`src/rtl/seq_count_pkg.sv`:
```
// Shared FSM encodings and a constant-width helper for the pair-count arbiter.
package seq_count_pkg;

  localparam logic [1:0] ST_IDLE  = 2'd0;
  localparam logic [1:0] ST_SHIFT = 2'd1;
  localparam logic [1:0] ST_DONE  = 2'd2;

  // Ceiling log2, usable in constant expressions (port and localparam widths).
  function automatic int unsigned clog2(input int unsigned v);
    int unsigned r;
    r = 0;
    while ((64'd1 << r) < 64'(v)) r++;
    return r;
  endfunction

endpackage

```
`src/rtl/rr_arbiter.sv`:
```
// Round-robin picker: first requesting channel at or after last_grant+1.
module rr_arbiter
  import seq_count_pkg::*;
#(
  parameter int unsigned NUM_CH = 4
) (
  input  logic [NUM_CH-1:0]        req,
  input  logic [clog2(NUM_CH)-1:0] last_grant,
  output logic [NUM_CH-1:0]        grant_c,
  output logic [clog2(NUM_CH)-1:0] index_c,
  output logic                     any_c
);

  localparam int unsigned CH_W = clog2(NUM_CH);

  // Scan farthest-to-nearest so the nearest requester after last_grant wins.
  always_comb begin
    int unsigned cand;
    cand    = 0;
    grant_c = '0;
    index_c = '0;
    any_c   = 1'b0;
    for (int unsigned off = NUM_CH; off >= 1; off--) begin
      cand = (32'(last_grant) + off) % NUM_CH;
      if (req[CH_W'(cand)]) begin
        grant_c               = '0;
        grant_c[CH_W'(cand)]  = 1'b1;
        index_c               = CH_W'(cand);
        any_c                 = 1'b1;
      end
    end
  end

endmodule

```
`src/rtl/seq_count_arbiter.sv`:
```
// Shares one serial "11"-pair counter between NUM_CH word requesters.
module seq_count_arbiter
  import seq_count_pkg::*;
#(
  parameter int unsigned NUM_CH = 4,
  parameter int unsigned DATA_W = 8,
  parameter int unsigned CNT_W  = 4
) (
  input  logic                       clk,
  input  logic                       reset,
  input  logic [NUM_CH-1:0]          req_valid,
  input  logic [NUM_CH*DATA_W-1:0]   req_data,
  output logic [NUM_CH-1:0]          req_ready,
  output logic                       res_valid,
  input  logic                       res_ready,
  output logic [clog2(NUM_CH)-1:0]   res_ch,
  output logic [CNT_W-1:0]           res_count,
  output logic                       busy
);

  localparam int unsigned CH_W = clog2(NUM_CH);
  localparam int unsigned BI_W = clog2(DATA_W);

  logic [1:0]        state;
  logic [1:0]        state_next;
  logic [DATA_W-1:0] word;
  logic [CH_W-1:0]   cur_ch;
  logic [CH_W-1:0]   last_grant;
  logic [CNT_W-1:0]  count;
  logic              prev_bit;
  logic [BI_W-1:0]   bit_idx;

  logic [NUM_CH-1:0] grant_c;
  logic [CH_W-1:0]   grant_idx_c;
  logic              grant_any_c;
  logic              accept_c;
  logic [DATA_W-1:0] sel_word_c;
  logic              bit_c;
  logic [CNT_W-1:0]  count_next_c;

  rr_arbiter #(.NUM_CH(NUM_CH)) u_arb (
    .req        (req_valid),
    .last_grant (last_grant),
    .grant_c    (grant_c),
    .index_c    (grant_idx_c),
    .any_c      (grant_any_c)
  );

  // State register.
  always_ff @(posedge clk) begin
    if (!reset) state <= ST_IDLE;
    else        state <= state_next;
  end

  // Next state and the accept strobe; no accept while reset is asserted.
  always_comb begin
    state_next = state;
    accept_c   = 1'b0;
    case (state)
      ST_IDLE: begin
        if (grant_any_c && reset) begin
          accept_c   = 1'b1;
          state_next = ST_SHIFT;
        end
      end
      ST_SHIFT: if (bit_idx == '0) state_next = ST_DONE;
      ST_DONE:  if (res_ready) state_next = ST_IDLE;
      default:  state_next = ST_IDLE;
    endcase
  end

  assign req_ready = accept_c ? grant_c : '0;

  // Granted channel's word, plus the current serial bit and saturating count.
  always_comb begin
    sel_word_c   = DATA_W'(req_data >> (32'(grant_idx_c) * DATA_W));
    bit_c        = word[DATA_W-1];
    count_next_c = count;
    if (bit_c && prev_bit && (count != {CNT_W{1'b1}}))
      count_next_c = count + CNT_W'(1);
  end

  // Datapath: latch on accept, shift MSB-first, publish and hold the result.
  always_ff @(posedge clk) begin
    if (!reset) begin
      word       <= '0;
      cur_ch     <= '0;
      last_grant <= CH_W'(NUM_CH - 1);
      count      <= '0;
      prev_bit   <= 1'b0;
      bit_idx    <= '0;
      res_valid  <= 1'b0;
      res_ch     <= '0;
      res_count  <= '0;
      busy       <= 1'b0;
    end else begin
      busy <= (state_next != ST_IDLE);
      if (accept_c) begin
        word       <= sel_word_c;
        cur_ch     <= grant_idx_c;
        last_grant <= grant_idx_c;
        count      <= '0;
        prev_bit   <= 1'b0;
        bit_idx    <= BI_W'(DATA_W - 1);
      end
      if (state == ST_SHIFT) begin
        word     <= word << 1;
        prev_bit <= bit_c;
        count    <= count_next_c;
        bit_idx  <= bit_idx - BI_W'(1);
        if (bit_idx == '0) begin
          res_valid <= 1'b1;
          res_ch    <= cur_ch;
          res_count <= count_next_c;
        end
      end
      if ((state == ST_DONE) && res_ready) res_valid <= 1'b0;
    end
  end

endmodule

```
`config.mk`:
```
export PLATFORM = sky130hd
export DESIGN_NAME = seq_count_arbiter
export DESIGN_NICKNAME = d
export VERILOG_FILES = /design/src/rtl/seq_count_pkg.sv /design/src/rtl/rr_arbiter.sv /design/src/rtl/seq_count_arbiter.sv
export SDC_FILE = /design/constraint.sdc
export NUM_CORES = 1
export LEC_CHECK = 0
export BUFFER_PORTS_ARGS = -buffer_cell sky130_fd_sc_hd__buf_2
export CORE_MARGIN = 1
export CORE_UTILIZATION = 35
export CTS_CLUSTER_DIAMETER = 150
export DETAILED_ROUTE_END_ITERATION = 10
export PLACE_DENSITY_LB_ADDON = 0.05
export SKIP_CTS_REPAIR_TIMING = 1
export SYNTH_ARGS = -nofsm -noshare
export SYNTH_HDL_FRONTEND = slang
export SYNTH_HIERARCHICAL = 1
export SYNTH_SLANG_ARGS = --single-unit
```
`constraint.sdc`:
```
create_clock -name clk -period 2.88 [get_ports clk]
set_input_delay 0.288 -clock clk [delete_from_list [all_inputs] [get_ports clk]]
set_output_delay 0.288 -clock clk [all_outputs]
set_load 0.01 [all_outputs]
```
==> results of run 1 <==
==> flip-flops by register name, summed over array words and instances (netlist names), 2 cells and up <==
signal,count
bit_idx,3
count,4
cur_ch,2
last_grant,2
res_ch,2
res_count,4
state,2
word,8
==> routing by layer <==
layer | GRT usage [%] | share of wire (%) | vias up | wire (um)
met3 | 4.11 | 4.0 | 4 | 202
li1 | - | - | 990 | -
met2 | 27.7 | 45 | 34 | 2270
met5 | 0 | 0 | - | 0
met1 | 24.1 | 50 | 885 | 2540
met4 | 6.43 | 1.3 | 0 | 66
==> placed cells by master, fill, tap and decap left out, types with 2 or more instances in the layout <==
cell,count
mux4_1,2
nor2_1,8
a211oi_1,4
a211oi_2,2
and3b_1,8
dfxtp_1,30
clkbuf_8,6
a21oi_1,14
ha_1,9
o32ai_1,2
o22ai_1,2
buf_2,50
nor3b_1,2
nor3_1,5
nand2b_1,4
o21ai_0,24
nand2_1,20
buf_4,11
a31oi_1,11
o311ai_0,2
mux2i_1,7
or3_1,2
and2_1,5
nand3_1,8
a32oi_1,4
mux4_2,8
nor2b_1,2
inv_1,11
==> worst max-delay path, stage by stage (launching register included) <==
cell	delay, ns
dfxtp_1	0.33
inv_1	0.05
ha_1	0.37
mux2_2	0.38
a21oi_1	0.15
o32ai_1	0.11
a211oi_2	0.22
buf_4	0.24
mux4_2	0.51
nand2_1	0.07
o21ai_0	0.08
==> path summary, 6_finish.rpt <==
kind,endpoint,depth (start not counted)
setup reg to reg,word[2],10
setup / recovery,word[2],10
hold / removal,busy,4
hold reg to reg,cur_ch[0],2
==> kinds of logic (layout without fill, tap and decap cells) <==
family	count (synthesis)	count (layout)	share of synthesized area, %
AO/OA/AOI/OAI	74	74	22.8
adder cells (fa/ha/maj)	9	9	5.32
buffers and inverters	34	81	8.16
flip-flops	30	30	28.4
multiplexers	18	18	14.8
AND/OR/NAND/NOR	75	75	20.6
==> stage by stage <==
step,area [um2],util [%],hold WS [ns],cells
CTS,2510,44.2,0.287,359
detailed placement,2420,42.6,0.451,351
floorplan,2120,-,0.436,240
finish,2520,44.4,0.294,359
global route,2520,44.4,0.311,359
global placement,2420,42.6,0.451,351
==> power by group through the flow <==
stage,Clock (W),Combinational [W],Sequential (W)
after global placement,0,0.000511,0.000518
after floorplan,0,0.000380,0.000512
final,0.000350,0.000507,0.000509
after detailed placement,0,0.000508,0.000518
after CTS,0.000363,0.000511,0.000509
after global routing,0.000381,0.000570,0.000516
==> final cells by class <==
type	count	share of cell area (%)
clock buffers	7	3.42
clock inverters	1	0.199
multi-input cells	176	54.0
well taps	72	3.57
repair buffers	61	13.2
inverters	12	1.79
flip-flops and latches	30	23.8
==> impl_metrics.prom, run 1 <==
# TYPE chip_impl_metric gauge
chip_impl_info{name="outcome",value="complete, no violations"} 1
chip_impl_metric{name="clk_transition_reported_paths",unit="ns"} 0.07
chip_impl_info{name="crit_path_start_kind",value="register"} 1
chip_impl_metric{name="critical_path_peak_fanout",unit=""} 9
chip_impl_metric{name="timing.setup.tns",unit="ns"} 0
chip_impl_metric{name="first_global_vias",unit=""} 1844
chip_impl_metric{name="drt-total-wl",unit="um"} 5070
chip_impl_metric{name="netsw",unit="W"} 0.000452
chip_impl_metric{name="worst-r2r-setup-slack",unit="ns"} 0.21
chip_impl_info{name="setup.worst_path.start",value="last_grant[0]"} 1
chip_impl_metric{name="clockBufferDepth",unit=""} 2
chip_impl_metric{name="synth_async_reset_ratio",unit="%"} 0
chip_impl_metric{name="layout-drive-gt1-share",unit="%"} 30.7
chip_impl_info{name="synth_most_common_cell",value="dfxtp_1"} 1
chip_impl_metric{name="chipHeight",unit="um"} 79.8
chip_impl_metric{name="peakVddDrop",unit="mV"} 0.208
chip_impl_metric{name="relative_contribution_of_the_clock_network_to_total_power",unit="%"} 25.6
chip_impl_metric{name="powerDensity",unit="nW/um2"} 542
chip_impl_metric{name="setup_slack",unit="ns"} 0.209
chip_impl_metric{name="remaining_drc_errors",unit=""} 0
chip_impl_metric{name="pin_count_of_the_biggest_net_entering_global_routing",unit=""} 24
chip_impl_metric{name="via_per_inst",unit=""} 5.33
chip_impl_metric{name="max_slew_margin",unit="%"} 51.8
chip_impl_metric{name="final-setup-viol-count",unit=""} 0
chip_impl_metric{name="clock_sinks",unit=""} 30
chip_impl_metric{name="final-max-slew-violation-count",unit=""} 0
chip_impl_metric{name="critical_path_arrival",unit="ns"} 2.80
chip_impl_info{name="crit-reg2reg-launch",value="last_grant[0]"} 1
chip_impl_info{name="unrepaired_setup_endpoints_after_global_routing",value="no"} 1
chip_impl_info{name="yosys-top-cells-area",value="dfxtp_1 28%, mux4_2 8.5%, o21ai_0 5.7%, ha_1 5.3%, nand2_1 3.5%"} 1
chip_impl_metric{name="period_needed",unit="ns"} 2.67
chip_impl_metric{name="die_width",unit="um"} 79.8
chip_impl_metric{name="comb_power_share",unit="%"} 37.1
chip_impl_metric{name="finalHoldViolations",unit=""} 0
chip_impl_metric{name="achievable_freq",unit="MHz"} 374
chip_impl_metric{name="layout-area-overhead-vs-synth",unit="%"} 19.1
chip_impl_metric{name="num_rows",unit=""} 27
chip_impl_metric{name="syn-num-nets",unit=""} 288
chip_impl_metric{name="tritoncts_buffer_count",unit=""} 5
chip_impl_metric{name="io_pins",unit=""} 51
chip_impl_metric{name="multi_input_comb_area",unit="um2"} 1360
chip_impl_metric{name="grt_overflow_total",unit=""} 0
chip_impl_metric{name="yosys_register_bits",unit=""} 30
chip_impl_metric{name="clkLatencyLatePin",unit="ns"} 0.28
chip_impl_metric{name="routedWlPerCell",unit="um"} 14.1
chip_impl_metric{name="die-area",unit="um2"} 6360
chip_impl_metric{name="fp.coreArea",unit="um2"} 5680
chip_impl_metric{name="final.period_utilization",unit="%"} 92.7
chip_impl_metric{name="synth-seq-area-share",unit="%"} 28.4
chip_impl_metric{name="syn_inst",unit=""} 240
chip_impl_metric{name="ys_types",unit=""} 52
chip_impl_info{name="timing_worst_setup_path_type",value="reg -> reg"} 1
chip_impl_info{name="start_point_of_the_worst_hold_path",value="res_ready"} 1
chip_impl_info{name="yosys.area.top_type",value="dfxtp_1"} 1
chip_impl_metric{name="synth_top_area_share",unit="%"} 28.4
chip_impl_metric{name="final_worst_clock_skew",unit="ns"} 0.00463
chip_impl_metric{name="grt_pass1_wl",unit="um"} 8790
chip_impl_metric{name="synth_enable_flop_cells",unit=""} 0
chip_impl_metric{name="seqPwrFrac",unit="%"} 37.3
chip_impl_info{name="timing.hold.worst.class",value="in -> reg"} 1
chip_impl_info{name="critPathCaptureType",value="register"} 1
chip_impl_metric{name="global_route.usage.total",unit="%"} 17.9
chip_impl_info{name="synth_common_cells",value="30 x dfxtp_1, 24 x o21ai_0, 20 x nand2_1, 14 x a21oi_1"} 1
chip_impl_metric{name="final.fill_count",unit=""} 573
chip_impl_info{name="clock_tree_from_tritoncts",value="done"} 1
chip_impl_metric{name="switching_share",unit="%"} 33.1
chip_impl_metric{name="detail_route.iter0.violations",unit=""} 56
chip_impl_metric{name="total_power_draw",unit="W"} 0.00137
chip_impl_metric{name="dpl.hpwl",unit="um"} 3670
chip_impl_metric{name="io_buffer_count",unit=""} 50
chip_impl_metric{name="ff_latch_area",unit="um2"} 601
chip_impl_metric{name="synth.cell_area",unit="um2"} 2120
chip_impl_metric{name="vias",unit=""} 1913
chip_impl_metric{name="syn-mean-instance-area",unit="um2"} 8.82
chip_impl_metric{name="synthesis.yosys.warnings",unit=""} 6
chip_impl_metric{name="start_util",unit="%"} 37.3
chip_impl_metric{name="grt_antenna_before_repair",unit=""} 0
chip_impl_info{name="ctsRootBufferMaster",value="clkbuf_8"} 1
chip_impl_metric{name="antenna_cells",unit=""} 0
chip_impl_metric{name="placer_congestion_estimate",unit=""} 0.783
chip_impl_metric{name="timing.critical_path.required",unit="ns"} 3.00
chip_impl_info{name="postSynth.topFlopCell",value="dfxtp_1"} 1
chip_impl_metric{name="detail_route.first_pass.iterations",unit=""} 4
chip_impl_metric{name="finalNetCount",unit=""} 334
chip_impl_metric{name="dpl_worst_slack",unit="ns"} 0.195
chip_impl_metric{name="cts-htree-levels",unit=""} 2
chip_impl_metric{name="cell_internal_pwr",unit="W"} 0.000914
chip_impl_metric{name="drtAntennaViolNets",unit=""} 0
chip_impl_metric{name="worst-slew-pin-transition",unit="ns"} 0.722
chip_impl_metric{name="p_leak",unit="nW"} 1.06
chip_impl_metric{name="max-cap-violations",unit=""} 0
Power figures use the tool's default switching activity.
==> run 2: changes to the inputs <==
- clock period: 2.88 -> 2.8 ns (I/O delays scaled with it)
==> run 2 against run 1 <==
  * Clock power increased by 48%
  * Core utilization grew 1.1 points
  * Worst hold slack worse by 0.019 ns
  * Highest routed layer unchanged
  * Critical path type unchanged
  * Largest power group is now combinational cells
==> impl_metrics.prom, run 2 (same netlist as run 1, synthesis figures left out) <==
# TYPE chip_impl_metric gauge
chip_impl_metric{name="detail_route.first_pass.iterations",unit=""} 4
chip_impl_metric{name="vias",unit=""} 1932
chip_impl_metric{name="timing.critical_path.required",unit="ns"} 2.94
chip_impl_metric{name="pin_count_of_the_biggest_net_entering_global_routing",unit=""} 24
chip_impl_metric{name="period_needed",unit="ns"} 2.66
chip_impl_metric{name="finalNetCount",unit=""} 330
chip_impl_metric{name="worst-slew-pin-transition",unit="ns"} 0.735
chip_impl_metric{name="drtAntennaViolNets",unit=""} 0
chip_impl_info{name="timing_worst_setup_path_type",value="reg -> reg"} 1
chip_impl_metric{name="final-max-slew-violation-count",unit=""} 0
chip_impl_metric{name="critical_path_arrival",unit="ns"} 2.80
chip_impl_metric{name="finalHoldViolations",unit=""} 0
chip_impl_metric{name="tritoncts_buffer_count",unit=""} 5
chip_impl_info{name="unrepaired_setup_endpoints_after_global_routing",value="no"} 1
chip_impl_metric{name="max-cap-violations",unit=""} 0
chip_impl_metric{name="dpl_worst_slack",unit="ns"} 0.170
chip_impl_metric{name="timing.setup.tns",unit="ns"} 0
chip_impl_metric{name="routedWlPerCell",unit="um"} 14.5
chip_impl_metric{name="clockBufferDepth",unit=""} 2
chip_impl_metric{name="fin_hold_ws",unit="ns"} 0.275
chip_impl_metric{name="die-area",unit="um2"} 6360
chip_impl_metric{name="max_slew_margin",unit="%"} 51.0
chip_impl_metric{name="achievable_freq",unit="MHz"} 376
chip_impl_metric{name="die_width",unit="um"} 79.8
chip_impl_metric{name="num_rows",unit=""} 27
chip_impl_info{name="ctsRootBufferMaster",value="clkbuf_8"} 1
chip_impl_metric{name="clkLatencyLatePin",unit="ns"} 0.29
chip_impl_info{name="most_frequent_cells_in_the_layout",value="50 x buf_2, 28 x dfxtp_1, 24 x o21ai_0, 20 x nand2_1, 14 x a21oi_1"} 1
chip_impl_metric{name="final-setup-viol-count",unit=""} 0
chip_impl_metric{name="start_util",unit="%"} 37.3
chip_impl_metric{name="io_pins",unit=""} 51
chip_impl_metric{name="first_global_vias",unit=""} 1822
chip_impl_metric{name="p_leak",unit="nW"} 1.05
chip_impl_metric{name="fp.coreArea",unit="um2"} 5680
chip_impl_metric{name="r2r_cells",unit=""} 10
chip_impl_metric{name="setup_slack",unit="ns"} 0.138
chip_impl_metric{name="largest_reg_flops",unit=""} 8
chip_impl_metric{name="clk_transition_reported_paths",unit="ns"} 0.07
chip_impl_metric{name="drt-total-wl",unit="um"} 5130
chip_impl_metric{name="dpl.hpwl",unit="um"} 3700
chip_impl_metric{name="final.period_utilization",unit="%"} 95.1
chip_impl_metric{name="cts-htree-levels",unit=""} 2
chip_impl_metric{name="antenna_cells",unit=""} 0
chip_impl_metric{name="layout-area-overhead-vs-synth",unit="%"} 22.0
chip_impl_metric{name="detail_route.iter0.violations",unit=""} 63
chip_impl_info{name="layout.cells.most_common",value="buf_2"} 1
chip_impl_info{name="timing.hold.worst.class",value="in -> reg"} 1
chip_impl_info{name="outcome",value="complete, no violations"} 1
chip_impl_metric{name="clock_sinks",unit=""} 30
chip_impl_metric{name="grt_pass1_wl",unit="um"} 8890
chip_impl_metric{name="global_route.usage.total",unit="%"} 18.0
chip_impl_metric{name="hold_path_depth",unit=""} 4
chip_impl_info{name="clock_tree_from_tritoncts",value="done"} 1
chip_impl_info{name="reg.largest.list",value="word x8, count x4, res_count x4"} 1
chip_impl_metric{name="via_per_inst",unit=""} 5.44
chip_impl_metric{name="layout-drive-gt1-share",unit="%"} 31.4
chip_impl_info{name="largest_register",value="word"} 1
chip_impl_info{name="crit_path_start_kind",value="register"} 1
chip_impl_metric{name="grt_antenna_before_repair",unit=""} 0
chip_impl_metric{name="grt_overflow_total",unit=""} 0
chip_impl_metric{name="peakVddDrop",unit="mV"} 0.277
chip_impl_metric{name="final.fill_count",unit=""} 577
chip_impl_metric{name="io_buffer_count",unit=""} 50
chip_impl_metric{name="critical_path_peak_fanout",unit=""} 9
chip_impl_metric{name="remaining_drc_errors",unit=""} 0
chip_impl_metric{name="final-instance-count-excl-fill",unit=""} 355
chip_impl_info{name="critPathCaptureType",value="register"} 1
chip_impl_metric{name="chipHeight",unit="um"} 79.8
chip_impl_metric{name="multi_input_comb_area",unit="um2"} 1390
chip_impl_metric{name="ff_latch_area",unit="um2"} 606
chip_impl_metric{name="powerDensity",unit="nW/um2"} 612
chip_impl_metric{name="placer_congestion_estimate",unit=""} 0.788
chip_impl_metric{name="final_worst_clock_skew",unit="ns"} 0.00645
chip_impl_metric{name="dpl.cell_count",unit=""} 347
-- run 2: layout make-up --
| type | instances | share of cell area, % |
|---|---|---|
| tap | 72 | 3.49 |
| sequential | 30 | 23.4 |
| timing repair buffer | 57 | 12.2 |
| multi-input combinational | 176 | 53.7 |
| clock inverter | 1 | 1.16 |
| inverter | 12 | 1.89 |
| clock buffer | 7 | 4.16 |
-- run 2: worst paths after layout --
| path | start | endpoint | slack (ns) |
|---|---|---|---|
| setup / recovery | last_grant[0] | word[4] | 0.14 |
| hold / removal | res_ready | busy | 0.27 |
| setup reg to reg | last_grant[0] | word[4] | 0.14 |
| hold reg to reg | cur_ch[1] | cur_ch[1] | 0.46 |
-- run 2: critical path: stages (launching register included) --
cell and delay (ns):
dfxtp_4 0.36, clkinvlp_4 0.10, ha_4 0.33, mux2i_1 0.34, nor3_1 0.09, o31a_1 0.26
a211oi_2 0.22, buf_12 0.18, mux4_2 0.49, nand2_1 0.07, o21ai_0 0.08
-- run 2: routing by layer --
layer	global-route usage [%]	part of all wire, %	up-vias
met5	0	0	-
met4	4.82	1.2	0
met3	3.89	3.5	7
met2	28.5	47	28
met1	24.5	49	917
li1	-	-	980
-- run 2: power by group --
group	switching, W	internal (W)
clock	0.000175	0.000344
sequential	0.0000381	0.000486
combinational	0.000271	0.000268
total	0.000485	0.00110
-- run 2: metrics by stage --
stage / utilization (%) / instance area [um2] / power (W)
2_1_floorplan: - / 2150 / 0.000928
3_3_place_gp: 42.7 / 2420 / 0.00107
3_5_place_dp: 42.7 / 2420 / 0.00107
4_1_cts: 45.1 / 2560 / 0.00159
5_1_grt: 45.5 / 2580 / 0.00168
6_report: 45.5 / 2580 / 0.00158
==> run 3: changes to the inputs <==
- CORE_ASPECT_RATIO: unset -> 2
- CTS_BUF_LIST: unset -> sky130_fd_sc_hd__clkbuf_16
==> run 3 against run 2 <==
  * The flow now finishes with violations (DRC)
  * Clock skew fell by 0.0021 ns
  * Combinational power rose by 4.8%
  * Global-route usage rose by 0.82 points
  * Cell count fell by 0.85%
  * Sequential share of layout area fell by 0.21 points
  * Critical path depth fell by 1
  * Design area rose by 0.92%
  * Register-to-register slack barely moved
==> impl_metrics.prom, run 3 (same netlist as run 1, synthesis figures left out) <==
# TYPE chip_impl_metric gauge
chip_impl_info{name="outcome",value="finished with violations"} 1
chip_impl_info{name="failed_checks",value="DRC"} 1
chip_impl_metric{name="die-area",unit="um2"} 6380
chip_impl_metric{name="relative_contribution_of_the_clock_network_to_total_power",unit="%"} 32.2
chip_impl_metric{name="io_buffer_count",unit=""} 50
chip_impl_metric{name="timing.critical_path.slowest_cell_delay",unit="ns"} 0.51
chip_impl_metric{name="routedWlPerCell",unit="um"} 16.1
chip_impl_metric{name="final.period_utilization",unit="%"} 96.4
chip_impl_info{name="crit_path_start_kind",value="register"} 1
chip_impl_info{name="most_frequent_cells_in_the_layout",value="50 x buf_2, 28 x dfxtp_1, 24 x o21ai_0, 20 x nand2_1, 14 x buf_4"} 1
chip_impl_metric{name="setup_slack",unit="ns"} 0.102
chip_impl_metric{name="critical_path_peak_fanout",unit=""} 6
chip_impl_metric{name="tritoncts_buffer_count",unit=""} 5
chip_impl_metric{name="final_area",unit="um2"} 2610
chip_impl_metric{name="largest_reg_flops",unit=""} 8
chip_impl_info{name="timing.hold.worst.class",value="in -> reg"} 1
chip_impl_metric{name="comb_power_share",unit="%"} 35.2
chip_impl_metric{name="worst-slew-pin-transition",unit="ns"} 0.749
chip_impl_metric{name="multi_input_comb_area",unit="um2"} 1370
chip_impl_metric{name="dpl_worst_slack",unit="ns"} 0.164
chip_impl_metric{name="layout-drive-gt1-share",unit="%"} 33.3
chip_impl_metric{name="global_route.usage.total",unit="%"} 18.8
chip_impl_metric{name="antenna_cells",unit=""} 0
chip_impl_info{name="worst_r2r_endpoint",value="word[5]"} 1
chip_impl_metric{name="final_worst_clock_skew",unit="ns"} 0.00432
chip_impl_metric{name="finalHoldViolations",unit=""} 0
chip_impl_info{name="largest_register",value="word"} 1
chip_impl_metric{name="drt-total-wl",unit="um"} 5680
chip_impl_metric{name="max_slew_margin",unit="%"} 50.0
chip_impl_metric{name="switching_share",unit="%"} 31.7
chip_impl_metric{name="seqPwrFrac",unit="%"} 32.6
chip_impl_metric{name="cell_internal_pwr",unit="W"} 0.00110
chip_impl_metric{name="period_needed",unit="ns"} 2.70
chip_impl_metric{name="netsw",unit="W"} 0.000509
chip_impl_metric{name="clkLatencyLatePin",unit="ns"} 0.28
chip_impl_metric{name="clock_sinks",unit=""} 30
chip_impl_metric{name="fin_hold_ws",unit="ns"} 0.300
chip_impl_metric{name="ff_latch_area",unit="um2"} 606
chip_impl_metric{name="fp.coreArea",unit="um2"} 5760
chip_impl_metric{name="io_pins",unit=""} 51
chip_impl_metric{name="critical_path_arrival",unit="ns"} 2.42
chip_impl_metric{name="final_core_util",unit="%"} 45.3
chip_impl_metric{name="die_width",unit="um"} 57.0
chip_impl_metric{name="num_rows",unit=""} 39
chip_impl_info{name="clock_tree_from_tritoncts",value="done"} 1
chip_impl_metric{name="use_met3",unit="%"} 2.90
chip_impl_metric{name="pin_count_of_the_biggest_net_entering_global_routing",unit=""} 24
chip_impl_info{name="layout.cells.most_common",value="buf_2"} 1
chip_impl_metric{name="total_power_draw",unit="W"} 0.00161
chip_impl_metric{name="chipHeight",unit="um"} 112
chip_impl_metric{name="drtAntennaViolNets",unit=""} 0
chip_impl_metric{name="grt_antenna_before_repair",unit=""} 0
chip_impl_metric{name="final-max-slew-violation-count",unit=""} 0
chip_impl_metric{name="timing.critical_path.required",unit="ns"} 2.52
chip_impl_metric{name="cts-htree-levels",unit=""} 2
chip_impl_metric{name="grt_pass1_wl",unit="um"} 9180
chip_impl_info{name="grt.busiest_layer",value="met2"} 1
chip_impl_metric{name="placer_congestion_estimate",unit=""} 0.800
chip_impl_metric{name="gr-usage-met2",unit="%"} 37.7
chip_impl_metric{name="clk_transition_reported_paths",unit="ns"} 0.05
chip_impl_metric{name="final-setup-viol-count",unit=""} 0
chip_impl_metric{name="dpl.hpwl",unit="um"} 4410
chip_impl_info{name="timing_worst_setup_path_type",value="reg -> out"} 1
chip_impl_info{name="ctsRootBufferMaster",value="clkbuf_16"} 1
chip_impl_info{name="critPathCaptureType",value="output pin"} 1
chip_impl_info{name="unrepaired_setup_endpoints_after_global_routing",value="yes"} 1
chip_impl_metric{name="worst-r2r-setup-slack",unit="ns"} 0.15
chip_impl_metric{name="vias",unit=""} 1991
chip_impl_metric{name="via_per_inst",unit=""} 5.66
chip_impl_info{name="reg.largest.list",value="word x8, count x4, res_count x4"} 1
chip_impl_metric{name="peakVddDrop",unit="mV"} 0.263
chip_impl_info{name="start_point_of_the_worst_hold_path",value="res_ready"} 1
chip_impl_metric{name="finalNetCount",unit=""} 338
chip_impl_metric{name="final.fill_count",unit=""} 582
chip_impl_metric{name="clockBufferDepth",unit=""} 2
chip_impl_metric{name="grt_overflow_total",unit=""} 0
chip_impl_metric{name="max-cap-violations",unit=""} 0
chip_impl_metric{name="remaining_drc_errors",unit=""} 4
chip_impl_metric{name="powerDensity",unit="nW/um2"} 616
chip_impl_metric{name="start_util",unit="%"} 36.8
chip_impl_metric{name="hold_path_depth",unit=""} 4
chip_impl_metric{name="grt_util_met1",unit="%"} 16.8
chip_impl_metric{name="r2r_cells",unit=""} 11
chip_impl_metric{name="p_leak",unit="nW"} 1.09
chip_impl_metric{name="post_dp_cell_area",unit="um2"} 2420
chip_impl_metric{name="first_global_vias",unit=""} 1926
chip_impl_metric{name="detail_route.iter0.violations",unit=""} 37
chip_impl_metric{name="layout-area-overhead-vs-synth",unit="%"} 23.2
chip_impl_info{name="slowest_stage",value="a2111oi_2"} 1
chip_impl_info{name="crit-reg2reg-launch",value="last_grant[0]"} 1
chip_impl_info{name="crit_path_cell_trace",value="clkinvlp_4 -> ha_4 -> buf_4 -> mux2i_1 -> a2111oi_2 -> o21ai_0 -> a32oi_1 -> and2_1 -> buf_2"} 1
chip_impl_metric{name="detail_route.first_pass.iterations",unit=""} 7
chip_impl_metric{name="achievable_freq",unit="MHz"} 371
chip_impl_info{name="min_to",value="busy"} 1
==> run 3: cell count changes in the layout (fill, tap and decap cells not counted), sizes merged <==
cell	previous run	this run
clkbuf	7	5
buf	57	65
clkinv	0	2
bufinv	1	0
inv	11	12
==> run 3: area by class of cell <==
cell class | instances | share of cell area [%]
repair buffers | 65 | 14.1
clock inverters | 3 | 0.480
multi-input cells | 176 | 52.6
flip-flops and latches | 30 | 23.2
inverters | 12 | 1.87
clock buffers | 5 | 4.80
well taps | 61 | 2.93
==> run 3: power groups by stage <==
stage | sequential (W) | clock (W) | combinational (W)
after floorplan | 0.000528 | 0 | 0.000400
after global placement | 0.000532 | 0 | 0.000539
after detailed placement | 0.000534 | 0 | 0.000540
after CTS | 0.000525 | 0.000526 | 0.000543
after global routing | 0.000533 | 0.000547 | 0.000623
final | 0.000524 | 0.000517 | 0.000565
==> run 3: metrics by stage <==
stage          std cells  setup TNS (ns)
4_1_cts              348               0
6_report             352               0
3_3_place_gp         340               0
2_1_floorplan        240               0
3_5_place_dp         340               0
5_1_grt              352         -0.0598
==> run 3: metal layers <==
metal / wire, um / share of wire [%]
met5: 0 / 0
met1: 2030 / 36
met2: 3390 / 60
met4: 149 / 2.6
met3: 110 / 1.9
==> run 3: worst max-delay path, delay by kind of cell, from the launching register on <==
kind	cells	cell delay, ns
flops	1	0.35
simple gates	1	0.14
compound gates	3	0.90
fa+ha+maj	1	0.25
mux	1	0.14
buf+inv	3	0.35
==> run 3: worst max path at each step <==
| stage | startpoint | endpoint | slack (ns) | cells past startpoint |
|---|---|---|---|---|
| 6_report | last_grant[0] | req_ready[0] | 0.10 | 9 |
| 5_1_grt | last_grant[0] | req_ready[0] | -0.02 | 9 |
| 4_1_cts | last_grant[0] | req_ready[1] | 0.07 | 8 |
| 3_5_place_dp | last_grant[0] | word[1] | 0.16 | 10 |
| 3_3_place_gp | last_grant[0] | word[4] | 0.21 | 10 |
| 2_1_floorplan | last_grant[0] | word[3] | 0.004 | 12 |
